$ cat config.mk
export PLATFORM = sky130hd
export DESIGN_NAME = hsv_core_mem_response
export DESIGN_NICKNAME = d
export VERILOG_FILES = /design/src/rtl/hsv_core_pkg.sv /design/src/rtl/hsv_core_mem_meta_fifo.sv /design/src/rtl/hsv_core_mem_response.sv
export SDC_FILE = /design/constraint.sdc
export NUM_CORES = 1
export LEC_CHECK = 0
export ABC_AREA = 1
export CORE_MARGIN = 4
export CORE_UTILIZATION = 54
export CTS_BUF_LIST = sky130_fd_sc_hd__clkbuf_2 sky130_fd_sc_hd__clkbuf_4 sky130_fd_sc_hd__clkbuf_8
export DETAILED_ROUTE_END_ITERATION = 12
export PLACE_DENSITY_LB_ADDON = 0.25
export SYNTH_ARGS = -nofsm -noshare
export SYNTH_HDL_FRONTEND = slang
export SYNTH_SLANG_ARGS = --single-unit
$ cat constraint.sdc
create_clock -name clk_core -period 2.8 [get_ports clk_core]
set_input_delay 0.56 -clock clk_core [delete_from_list [all_inputs] [get_ports clk_core]]
set_output_delay 0.56 -clock clk_core [all_outputs]
set_load 0.02 [all_outputs]
$ cat src/rtl/hsv_core_pkg.sv
// Shared types for the HSV core load/store unit.
// Counter, bus word, token and read-metadata definitions.
package hsv_core_pkg;

  localparam int MEM_COUNTER_BITS = 8;

  typedef logic signed [MEM_COUNTER_BITS-1:0] mem_counter;
  typedef logic [31:0] word;
  typedef logic [5:0]  insn_token;

  typedef enum logic [1:0] {
    BYTE = 2'd0,
    HALF = 2'd1,
    WORD = 2'd2
  } mem_size_t;

  typedef struct packed {
    insn_token  token;
    mem_size_t  size;
    logic       sign_ext;
    logic [1:0] offset;
  } mem_read_meta_t;

endpackage

$ cat src/rtl/hsv_core_mem_meta_fifo.sv
// Read-metadata FIFO with a broadcast kill of all queued entries.
// Pointers carry one extra wrap bit to tell full from empty.
module hsv_core_mem_meta_fifo
  import hsv_core_pkg::*;
#(
  parameter int DEPTH = 4
) (
  input  logic           clk,
  input  logic           rst_n,
  input  logic           push,
  input  mem_read_meta_t push_data,
  input  logic           pop,
  input  logic           kill,
  output mem_read_meta_t head,
  output logic           head_killed,
  output logic           empty,
  output logic           full
);

  localparam int AW = $clog2(DEPTH);

  logic [AW:0]      r_wr_ptr;
  logic [AW:0]      r_rd_ptr;
  mem_read_meta_t   r_mem [DEPTH];
  logic [DEPTH-1:0] r_killed;

  logic [AW-1:0] w_wr_idx;
  logic [AW-1:0] w_rd_idx;

  assign w_wr_idx = r_wr_ptr[AW-1:0];
  assign w_rd_idx = r_rd_ptr[AW-1:0];

  assign empty = (r_wr_ptr == r_rd_ptr);
  assign full  = (r_wr_ptr[AW] != r_rd_ptr[AW])
              && (w_wr_idx == w_rd_idx);

  assign head        = r_mem[w_rd_idx];
  assign head_killed = r_killed[w_rd_idx];

  always_ff @(posedge clk or negedge rst_n) begin
    if (!rst_n) begin
      r_wr_ptr <= '0;
      r_rd_ptr <= '0;
      r_killed <= '0;
      for (int i = 0; i < DEPTH; i++) begin
        r_mem[i] <= '0;
      end
    end else begin
      if (kill) begin
        r_killed <= '1;
      end
      // A same-cycle push inherits the kill.
      if (push) begin
        r_mem[w_wr_idx]    <= push_data;
        r_killed[w_wr_idx] <= kill;
        r_wr_ptr           <= r_wr_ptr + 1'b1;
      end
      if (pop) begin
        r_rd_ptr <= r_rd_ptr + 1'b1;
      end
    end
  end

  a_no_overflow : assert property (
    @(posedge clk) disable iff (!rst_n)
    !(push && full && !pop));

  a_no_underflow : assert property (
    @(posedge clk) disable iff (!rst_n)
    !(pop && empty));

endmodule

$ cat src/rtl/hsv_core_mem_response.sv
// HSV core memory response stage: bus counters, load alignment.
// HSV_CORE_MEM_BUS_ERROR_EN enables R/B error reporting.
module hsv_core_mem_response
  import hsv_core_pkg::*;
#(
  parameter int META_DEPTH = 4
) (
  input  logic           clk_core,
  input  logic           rst_core_n,
  input  logic           flush,
  input  logic           pending_reads_up,
  input  mem_read_meta_t read_meta,
  input  logic           pending_writes_up,
  input  logic           write_balance_down,
  input  logic           commit_write_up,
  output mem_counter     pending_reads,
  output mem_counter     pending_writes,
  output mem_counter     write_balance,
  output logic           fence_ready,
  output logic           meta_full,
  input  logic           dmem_r_valid,
  input  word            dmem_r_data,
  input  logic [1:0]     dmem_r_resp,
  output logic           dmem_r_ready,
  input  logic           dmem_b_valid,
  input  logic [1:0]     dmem_b_resp,
  output logic           dmem_b_ready,
  output logic           valid_o,
  output word            result,
  output insn_token      result_token,
  output logic           fault,
  input  logic           stall_i,
  output logic           write_fault
);

  mem_counter r_pending_reads;
  mem_counter r_pending_writes;
  mem_counter r_write_balance;
  logic       r_valid;
  word        r_result;
  insn_token  r_token;

  mem_read_meta_t w_head;
  logic           w_head_killed;
  logic           w_empty;
  logic           w_r_hs;
  logic           w_b_hs;
  word            w_shifted;
  word            w_load;

  assign dmem_r_ready = ~r_valid | ~stall_i;
  assign dmem_b_ready = 1'b1;
  assign w_r_hs = dmem_r_valid & dmem_r_ready;
  assign w_b_hs = dmem_b_valid & dmem_b_ready;

  hsv_core_mem_meta_fifo #(
    .DEPTH (META_DEPTH)
  ) u_meta_fifo (
    .clk         (clk_core),
    .rst_n       (rst_core_n),
    .push        (pending_reads_up),
    .push_data   (read_meta),
    .pop         (w_r_hs),
    .kill        (flush),
    .head        (w_head),
    .head_killed (w_head_killed),
    .empty       (w_empty),
    .full        (meta_full)
  );

  always_comb begin
    w_shifted = dmem_r_data >> {w_head.offset, 3'b000};
    w_load    = w_shifted;
    unique case (w_head.size)
      BYTE: w_load = {{24{w_head.sign_ext & w_shifted[7]}},
                      w_shifted[7:0]};
      HALF: w_load = {{16{w_head.sign_ext & w_shifted[15]}},
                      w_shifted[15:0]};
      default: w_load = w_shifted;
    endcase
  end

  always_ff @(posedge clk_core or negedge rst_core_n) begin
    if (!rst_core_n) begin
      r_pending_reads  <= '0;
      r_pending_writes <= '0;
      r_write_balance  <= '0;
    end else begin
      r_pending_reads  <= r_pending_reads
                        + mem_counter'(pending_reads_up)
                        - mem_counter'(w_r_hs);
      r_pending_writes <= r_pending_writes
                        + mem_counter'(pending_writes_up)
                        - mem_counter'(w_b_hs);
      r_write_balance  <= r_write_balance
                        + mem_counter'(commit_write_up)
                        - mem_counter'(write_balance_down);
    end
  end

  always_ff @(posedge clk_core or negedge rst_core_n) begin
    if (!rst_core_n) begin
      r_valid  <= 1'b0;
      r_result <= '0;
      r_token  <= '0;
    end else if (flush) begin
      r_valid <= 1'b0;
    end else if (w_r_hs && !w_head_killed) begin
      r_valid  <= 1'b1;
      r_result <= w_load;
      r_token  <= w_head.token;
    end else if (!stall_i) begin
      r_valid <= 1'b0;
    end
  end

`ifdef HSV_CORE_MEM_BUS_ERROR_EN
  logic r_fault;
  logic r_write_fault;

  always_ff @(posedge clk_core or negedge rst_core_n) begin
    if (!rst_core_n) begin
      r_fault       <= 1'b0;
      r_write_fault <= 1'b0;
    end else begin
      if (!flush && w_r_hs && !w_head_killed) begin
        r_fault <= (dmem_r_resp != 2'b00);
      end
      r_write_fault <= w_b_hs && (dmem_b_resp != 2'b00);
    end
  end

  assign fault       = r_fault;
  assign write_fault = r_write_fault;
`else
  logic w_unused;
  assign w_unused    = ^{dmem_r_resp, dmem_b_resp, w_empty};
  assign fault       = 1'b0;
  assign write_fault = 1'b0;
`endif

`ifdef HSV_CORE_MEM_BUS_ERROR_EN
  logic w_unused_empty;
  assign w_unused_empty = w_empty;
`endif

  assign pending_reads  = r_pending_reads;
  assign pending_writes = r_pending_writes;
  assign write_balance  = r_write_balance;
  assign valid_o        = r_valid;
  assign result         = r_result;
  assign result_token   = r_token;
  assign fence_ready    = (r_pending_reads == '0)
                        & (r_pending_writes == '0)
                        & ~r_valid;

endmodule

==> reports/results.md, run 1 <==
## Min path
- **classification of the worst-slack hold path** in -> async

## Worst setup path
- **Arr. time, crit path** 2.05 ns
- **launching element type of the critical path** register
- **Slowest cell on crit path** sky130_fd_sc_hd__clkdlybuf4s50_1
- **cell chain of the critical path** xor2_1 > nor3_1 > clkdlybuf4s50_1
- **worst path required time** 2.24 ns
- **worst reg2reg path startpoint** valid_o
- **Critical Path End Type** primary output
- **endpoint of the lowest-slack register-to-register path** pending_reads[6]
- **highest cell delay on the worst timing path** 0.66 ns
- **WS Path Type** reg -> out
- **FF-to-FF setup slack** 0.58 ns
- **number of cells on the worst reg-to-reg path** 12
- **worst-path fanout max** 9

## Global route
- **first-pass GRT wire length** 26,790 um
- **total global routing overflow** 0
- **total global routing track utilization** 23.29%
- **via count of the first global-routing pass** 5,668
- **number of antenna violations at the first check in global routing** 0
- **maximum number of pins on one net before global-route repair** 48

## Die
- **core region area** 11,560 um^2
- **Std-Cell Rows** 39
- **Boundary Pins** 126
- **Die W** 117.6 um
- **starting density of the core** 56.04%
- **Die Height** 117.6 um
- **area of the die** 13,820 um^2

## Yosys
- **cell type with the largest total area after synthesis** sky130_fd_sc_hd__dfrtp_1
- **leading cell type by number of instances after synthesis** sky130_fd_sc_hd__nand2_1
- **gate count of the mapped netlist** 799
- **warning count from the yosys run** 0
- **sequential cell area fraction in the yosys report** 45.17%
- **top cells by count, synth** sky130_fd_sc_hd__nand2_1 (225), sky130_fd_sc_hd__dfrtp_1 (117), sky130_fd_sc_hd__nand3_1 (81), sky130_fd_sc_hd__inv_1 (80), sky130_fd_sc_hd__o21ai_0 (74)
- **fraction of registers with async set or reset after synthesis** 100.0%
- **leading cell types by total area after synthesis** sky130_fd_sc_hd__dfrtp_1 (45%), sky130_fd_sc_hd__nand2_1 (13%), sky130_fd_sc_hd__ha_1 (6.8%)
- **Post-Syn Area per Cell** 8.112 um^2
- **most used flip-flop cell after synthesis** sky130_fd_sc_hd__dfrtp_1
- **number of distinct standard cells referenced by the synthesized netlist** 33
- **synthesized area** 6481 um^2
- **area share of the leading cell type in the synthesized netlist** 45.17%
- **flip-flop and latch count after synthesis** 117
- **EDFF count, synth** 0

## Cells and area
- **non-filler instance count after layout** 1,068
- **layout cell share with drive strength beyond 1** 8.973%
- **Util after Layout** 70.35%
- **Nets** 1,008
- **antenna diode count** 0
- **relative area change from synthesis to final layout** 25.52%

## Power and ir drop
- **net switching power of the design** 5.049 mW
- **power density over cell area** 1376 nW/um^2
- **sw frac** 45.09%
- **maximum vdd drop** 0.6840 mV
- **Pwr Total** 11.20 mW
- **internal power of the cells** 6.148 mW
- **reported leakage power** 4.104 nW
- **register share of total power** 27.2%
- **combinational fraction of design power** 58.3%
- **share of power burned in the clock network** 14.4%

## Clock tree
- **CTS Root Buffer Type** sky130_fd_sc_hd__clkbuf_8
- **# resized after CTS** 0
- **clock tree from TritonCTS** yes
- **Post-CTS Repair Setup Buffers** 0
- **Longest Clk Path Bufs** 2
- **CTS clock-pin slew for the worst setup and hold paths** 0.07 ns
- **CTS HTree Levels** 4
- **number of sinks handled by clock tree synthesis** 117
- **CTS Buf Count** 17
- **cts-stage hold buffer count** 0
- **clock latency of the later-clocked register in the worst-skew pair** 0.42 ns

## Outcome
- **result of the run** finished, final reports clean

## Routing
- **drt drc** 0
- **ratio of routed vias to standard cells** 5.335
- **DRC violation total after the first TritonRoute iteration** 552
- **Post-DRT Antenna Nets** 0
- **length of the first detailed-routing pass in iterations** 5
- **aggregate routed wire length** 15,660 um
- **DR vias** 5,698
- **average wire per standard cell** 14.66 um

## Placed design
- **placed insts** 1,037
- **half-perimeter wire length after detailed placement** 11,220 um
- **PortBufs** 118
- **Routability Congestion** 0.8570

## Timing
- **transition time at the pin with the least slew margin** 0.7836 ns
- **Highest Clock Rate** 382.8 MHz
- **final period utilization** 93.31%
- **Final setup violation count** 0
- **RSZ-0062 raised after global routing** no
- **final critical path time including I/O delays and setup** 2.613 ns
- **Final Max Slew Viols** 0
- **largest clock skew in the final design** 0.01127 ns
- **final hold violation count** 0
- **worst max-slew margin expressed relative to the limit** 47.63%

## Job
- **Max-cap violations** 0

==> logic make-up (layout without fill, tap and decap cells) <==
group,after synthesis,count (layout),synth area share [%]
adder cells (fa/ha/maj),38,38,7.683
XOR/XNOR,26,26,3.514
other,2,3,0.1159
AND/OR/NAND/NOR,380,380,25.89
flip-flops,117,117,45.17
AO/OA/AOI/OAI,114,114,8.958
buffers and inverters,122,247,8.668
==> through the flow <==
step	hold WS (ns)	instance area, um^2	setup TNS (ns)	worst slack, ns
4_1_cts	0.1523	8135	0	0.1440
2_1_floorplan	0.2644	6485	0	0.2151
5_1_grt	0.1697	8135	0	0.08280
6_report	0.1446	8135	0	0.1873
3_3_place_gp	0.4532	7724	-0.03263	-0.03263
3_5_place_dp	0.4596	7724	-0.07619	-0.07619
==> worst max-delay path: cells and delay by family, from the launching register on <==
| kind | cells | cell delay, ns |
|---|---|---|
| buffers and inverters | 1 | 0.66 |
| and+or+nand+nor | 1 | 0.26 |
| DFF | 1 | 0.52 |
| xor gates and xnor gates | 1 | 0.20 |
==> area by class of cell <==
class	count	area, um^2
fill	909	3430
inverter	82	310.3
clock buffer	22	284.0
clock inverter	9	127.6
sequential	117	2928
multi-input combinational	561	2995
timing repair buffer	134	1311
tap	143	178.9
==> per-layer routing <==
| metal | track usage [%] | vias up | part of all wire, % |
|---|---|---|---|
| met1 | 29.86 | 2703 | 44 |
| li1 | - | 2779 | - |
| met4 | 7.473 | 0 | 1.2 |
| met3 | 5.190 | 18 | 5.8 |
| met2 | 39.45 | 198 | 49 |
| met5 | 0 | - | 0 |
==> power groups by stage <==
| stage | combinational, mW | clock, mW | sequential (mW) |
|---|---|---|---|
| 2_1_floorplan | 4.10 | 0 | 3.51 |
| 3_3_place_gp | 6.27 | 0 | 3.03 |
| 3_5_place_dp | 6.52 | 0 | 3.07 |
| 4_1_cts | 6.56 | 1.63 | 3.05 |
| 5_1_grt | 7.31 | 1.72 | 3.15 |
| 6_report | 6.53 | 1.61 | 3.05 |
==> sequential cells by signal, indices dropped and copies added (netlist names) <==
signal / flops
pending_reads: 8
pending_writes: 8
result: 32
result_token: 6
u_meta_fifo.r_killed: 4
u_meta_fifo.r_mem: 44
u_meta_fifo.r_rd_ptr: 3
u_meta_fifo.r_wr_ptr: 3
valid_o: 1
write_balance: 8
==> cell usage in the layout (no fill, tap or decap), types with 13 or more instances in the layout <==
cell,count
sky130_fd_sc_hd__clkdlybuf4s50_1,117
sky130_fd_sc_hd__or2_2,13
sky130_fd_sc_hd__nor2_1,30
sky130_fd_sc_hd__ha_1,35
sky130_fd_sc_hd__nand3_1,81
sky130_fd_sc_hd__a21oi_1,28
sky130_fd_sc_hd__xor2_1,18
sky130_fd_sc_hd__inv_1,80
sky130_fd_sc_hd__buf_4,16
sky130_fd_sc_hd__clkbuf_8,19
sky130_fd_sc_hd__nand2_1,225
sky130_fd_sc_hd__o21ai_0,74
sky130_fd_sc_hd__dfrtp_1,117
==> worst max path at each step <==
stage | start | endpoint | depth (start not counted)
global route | u_meta_fifo.r_rd_ptr[0] | meta_full | 4
finish | u_meta_fifo.r_rd_ptr[1] | meta_full | 3
global placement | stall_i | pending_reads[6] | 13
floorplan | stall_i | pending_reads[6] | 13
detailed placement | stall_i | pending_reads[6] | 13
CTS | u_meta_fifo.r_rd_ptr[1] | meta_full | 3
(Power assumes the default switching activity.)
==> inputs of run 2 (changes only) <==
--- a/config.mk
+++ b/config.mk
@@ -11,6 +11,7 @@
 export CTS_BUF_LIST = sky130_fd_sc_hd__clkbuf_2 sky130_fd_sc_hd__clkbuf_4 sky130_fd_sc_hd__clkbuf_8
 export DETAILED_ROUTE_END_ITERATION = 12
 export PLACE_DENSITY_LB_ADDON = 0.25
+export SETUP_SLACK_MARGIN = 0.15
 export SYNTH_ARGS = -nofsm -noshare
 export SYNTH_HDL_FRONTEND = slang
 export SYNTH_SLANG_ARGS = --single-unit
==> run 2 against run 1 <==
Effect of this change: clock power about the same; maximum frequency increased by 6.5%; cell area about the same; worst hold slack got worse by 0.0016 ns; via count decreased by 0.42%; register-to-register slack about the same; clock skew decreased by 0.0012 ns; combinational power about the same; first-iteration DRC count decreased by 1.4%.
==> reports/results.md, run 2 (synthesized netlist as in run 1, its figures left out) <==
## Routing
- **average wire per standard cell** 14.67 um
- **drt drc** 0
- **length of the first detailed-routing pass in iterations** 5
- **ratio of routed vias to standard cells** 5.313
- **DR vias** 5,674
- **aggregate routed wire length** 15,670 um
- **DRC violation total after the first TritonRoute iteration** 544
- **Post-DRT Antenna Nets** 0

## Worst setup path
- **Slowest cell on crit path** sky130_fd_sc_hd__clkdlybuf4s50_1
- **WS Path Type** in -> reg
- **Arr. time, crit path** 2.76 ns
- **category of cells accounting for the largest share of critical-path delay** adder cells
- **highest cell delay on the worst timing path** 0.46 ns
- **FF-to-FF setup slack** 0.58 ns
- **worst path required time** 3.11 ns
- **critical path launch point** stall_i
- **Critical Path End Type** register
- **most frequent cell on the critical path** sky130_fd_sc_hd__nand2_1
- **launching element type of the critical path** input pin
- **cell chain of the critical path** clkdlybuf4s50_1 > nand2_1 > and2_1 > ha_1 > inv_1 > ha_1 > inv_1 > fa_1 > o21ai_0 > nand2_1 > nand2_1 > a21oi_1 > xnor2_1
- **worst-path fanout max** 2
- **worst reg2reg path startpoint** valid_o
- **Bufs and invs on worst path** 3

## Cells and area
- **commonest non-fill, non-tap cells in the layout** sky130_fd_sc_hd__nand2_1 (225), sky130_fd_sc_hd__dfrtp_1 (117), sky130_fd_sc_hd__clkdlybuf4s50_1 (115), sky130_fd_sc_hd__nand3_1 (81), sky130_fd_sc_hd__inv_1 (80)
- **Top reg by flops** u_meta_fifo.r_mem
- **post-route design area** 8137 um^2
- **Nets** 1,008
- **layout cell share with drive strength beyond 1** 8.973%
- **antenna diode count** 0
- **most common cell after layout, fill and taps aside** sky130_fd_sc_hd__nand2_1
- **relative area change from synthesis to final layout** 25.54%
- **number of flip-flops under the largest register name** 44

## Clock tree
- **Longest Clk Path Bufs** 2
- **CTS Buf Count** 17
- **CTS HTree Levels** 4
- **CTS Root Buffer Type** sky130_fd_sc_hd__clkbuf_8
- **clock latency of the later-clocked register in the worst-skew pair** 0.42 ns
- **cts-stage hold buffer count** 0
- **number of sinks handled by clock tree synthesis** 117
- **CTS clock-pin slew for the worst setup and hold paths** 0.07 ns
- **Post-CTS Repair Setup Buffers** 0
- **clock tree from TritonCTS** yes

## Global route
- **total global routing overflow** 0
- **first-pass GRT wire length** 26,790 um
- **via count of the first global-routing pass** 5,668
- **total global routing track utilization** 23.29%
- **number of antenna violations at the first check in global routing** 0
- **maximum number of pins on one net before global-route repair** 48

## Power and ir drop
- **power density over cell area** 1375 nW/um^2
- **Pwr Total** 11.19 mW
- **maximum vdd drop** 0.6841 mV
- **reported leakage power** 4.127 nW

## Timing
- **worst max-slew margin expressed relative to the limit** 48.04%
- **transition time at the pin with the least slew margin** 0.7776 ns
- **largest clock skew in the final design** 0.01009 ns
- **Fin Setup TNS** 0 ns
- **RSZ-0062 raised after global routing** no
- **final critical path time including I/O delays and setup** 2.454 ns
- **Final setup violation count** 0
- **final hold violation count** 0
- **Highest Clock Rate** 407.5 MHz
- **final period utilization** 87.63%
- **Final Max Slew Viols** 0

## Placed design
- **PortBufs** 118
- **Routability Congestion** 0.8570
- **half-perimeter wire length after detailed placement** 11,220 um
- **placed inst area** 7724 um^2

## Outcome
- **result of the run** finished, final reports clean

## Die
- **Std-Cell Rows** 39
- **core region area** 11,560 um^2
- **Boundary Pins** 126
- **Die W** 117.6 um
- **Die Height** 117.6 um
- **area of the die** 13,820 um^2
- **starting density of the core** 56.04%

## Min path
- **classification of the worst-slack hold path** in -> async

## Job
- **Max-cap violations** 0

==> run 2: cell count changes in the layout (fill, tap and decap cells not counted), sizes merged <==
cell,before,now
dlymetal6s2s,0,1
clkdlybuf4s50,117,115
dlygate4sd2,0,1
==> run 2: power by group <==
part	switching [mW]	internal, mW	total [mW]
sequential	0.515	2.54	3.05
combinational	3.87	2.66	6.53
clock	0.666	0.947	1.61
total	5.05	6.14	11.2
==> run 2: cell type report <==
class | instances | area (um^2)
clock inverter | 9 | 127.6
clock buffer | 22 | 284.0
fill | 910 | 3428
multi-input combinational | 561 | 2995
inverter | 82 | 310.3
tap | 143 | 178.9
sequential | 117 | 2928
timing repair buffer | 134 | 1313
==> run 2: final timing paths <==
| path | to | cells after the start |
|---|---|---|
| max in group asynchronous | u_meta_fifo.r_wr_ptr[1] | 2 |
| min reg2reg | u_meta_fifo.r_killed[2] | 2 |
| max reg2reg | pending_reads[6] | 12 |
| max | pending_reads[6] | 13 |
| min in group clk_core | u_meta_fifo.r_killed[2] | 2 |
| min | pending_writes[5] | 1 |
==> run 2: stage by stage <==
step / instances / util (%) / hold WS, ns / worst slack (ns)
2_1_floorplan: 800 / - / 0.2644 / 0.2151
3_3_place_gp: 1037 / 66.79 / 0.4532 / -0.03263
3_5_place_dp: 1037 / 66.79 / 0.4596 / -0.07619
4_1_cts: 1068 / 70.33 / 0.1523 / 0.2041
5_1_grt: 1068 / 70.36 / 0.1697 / 0.2225
6_report: 1068 / 70.36 / 0.1429 / 0.3462
==> run 2: per-layer routing <==
metal | GRT usage [%] | share of wire, %
met3 | 5.190 | 5.5
met4 | 7.473 | 1.3
met5 | 0 | 0
met1 | 29.86 | 44
met2 | 39.45 | 49
==> run 2: repair_timing <==
item	CTS	global route
setup endpoints to repair	1	1
resized for setup	1	1
endpoints found under the hold margin	0	0
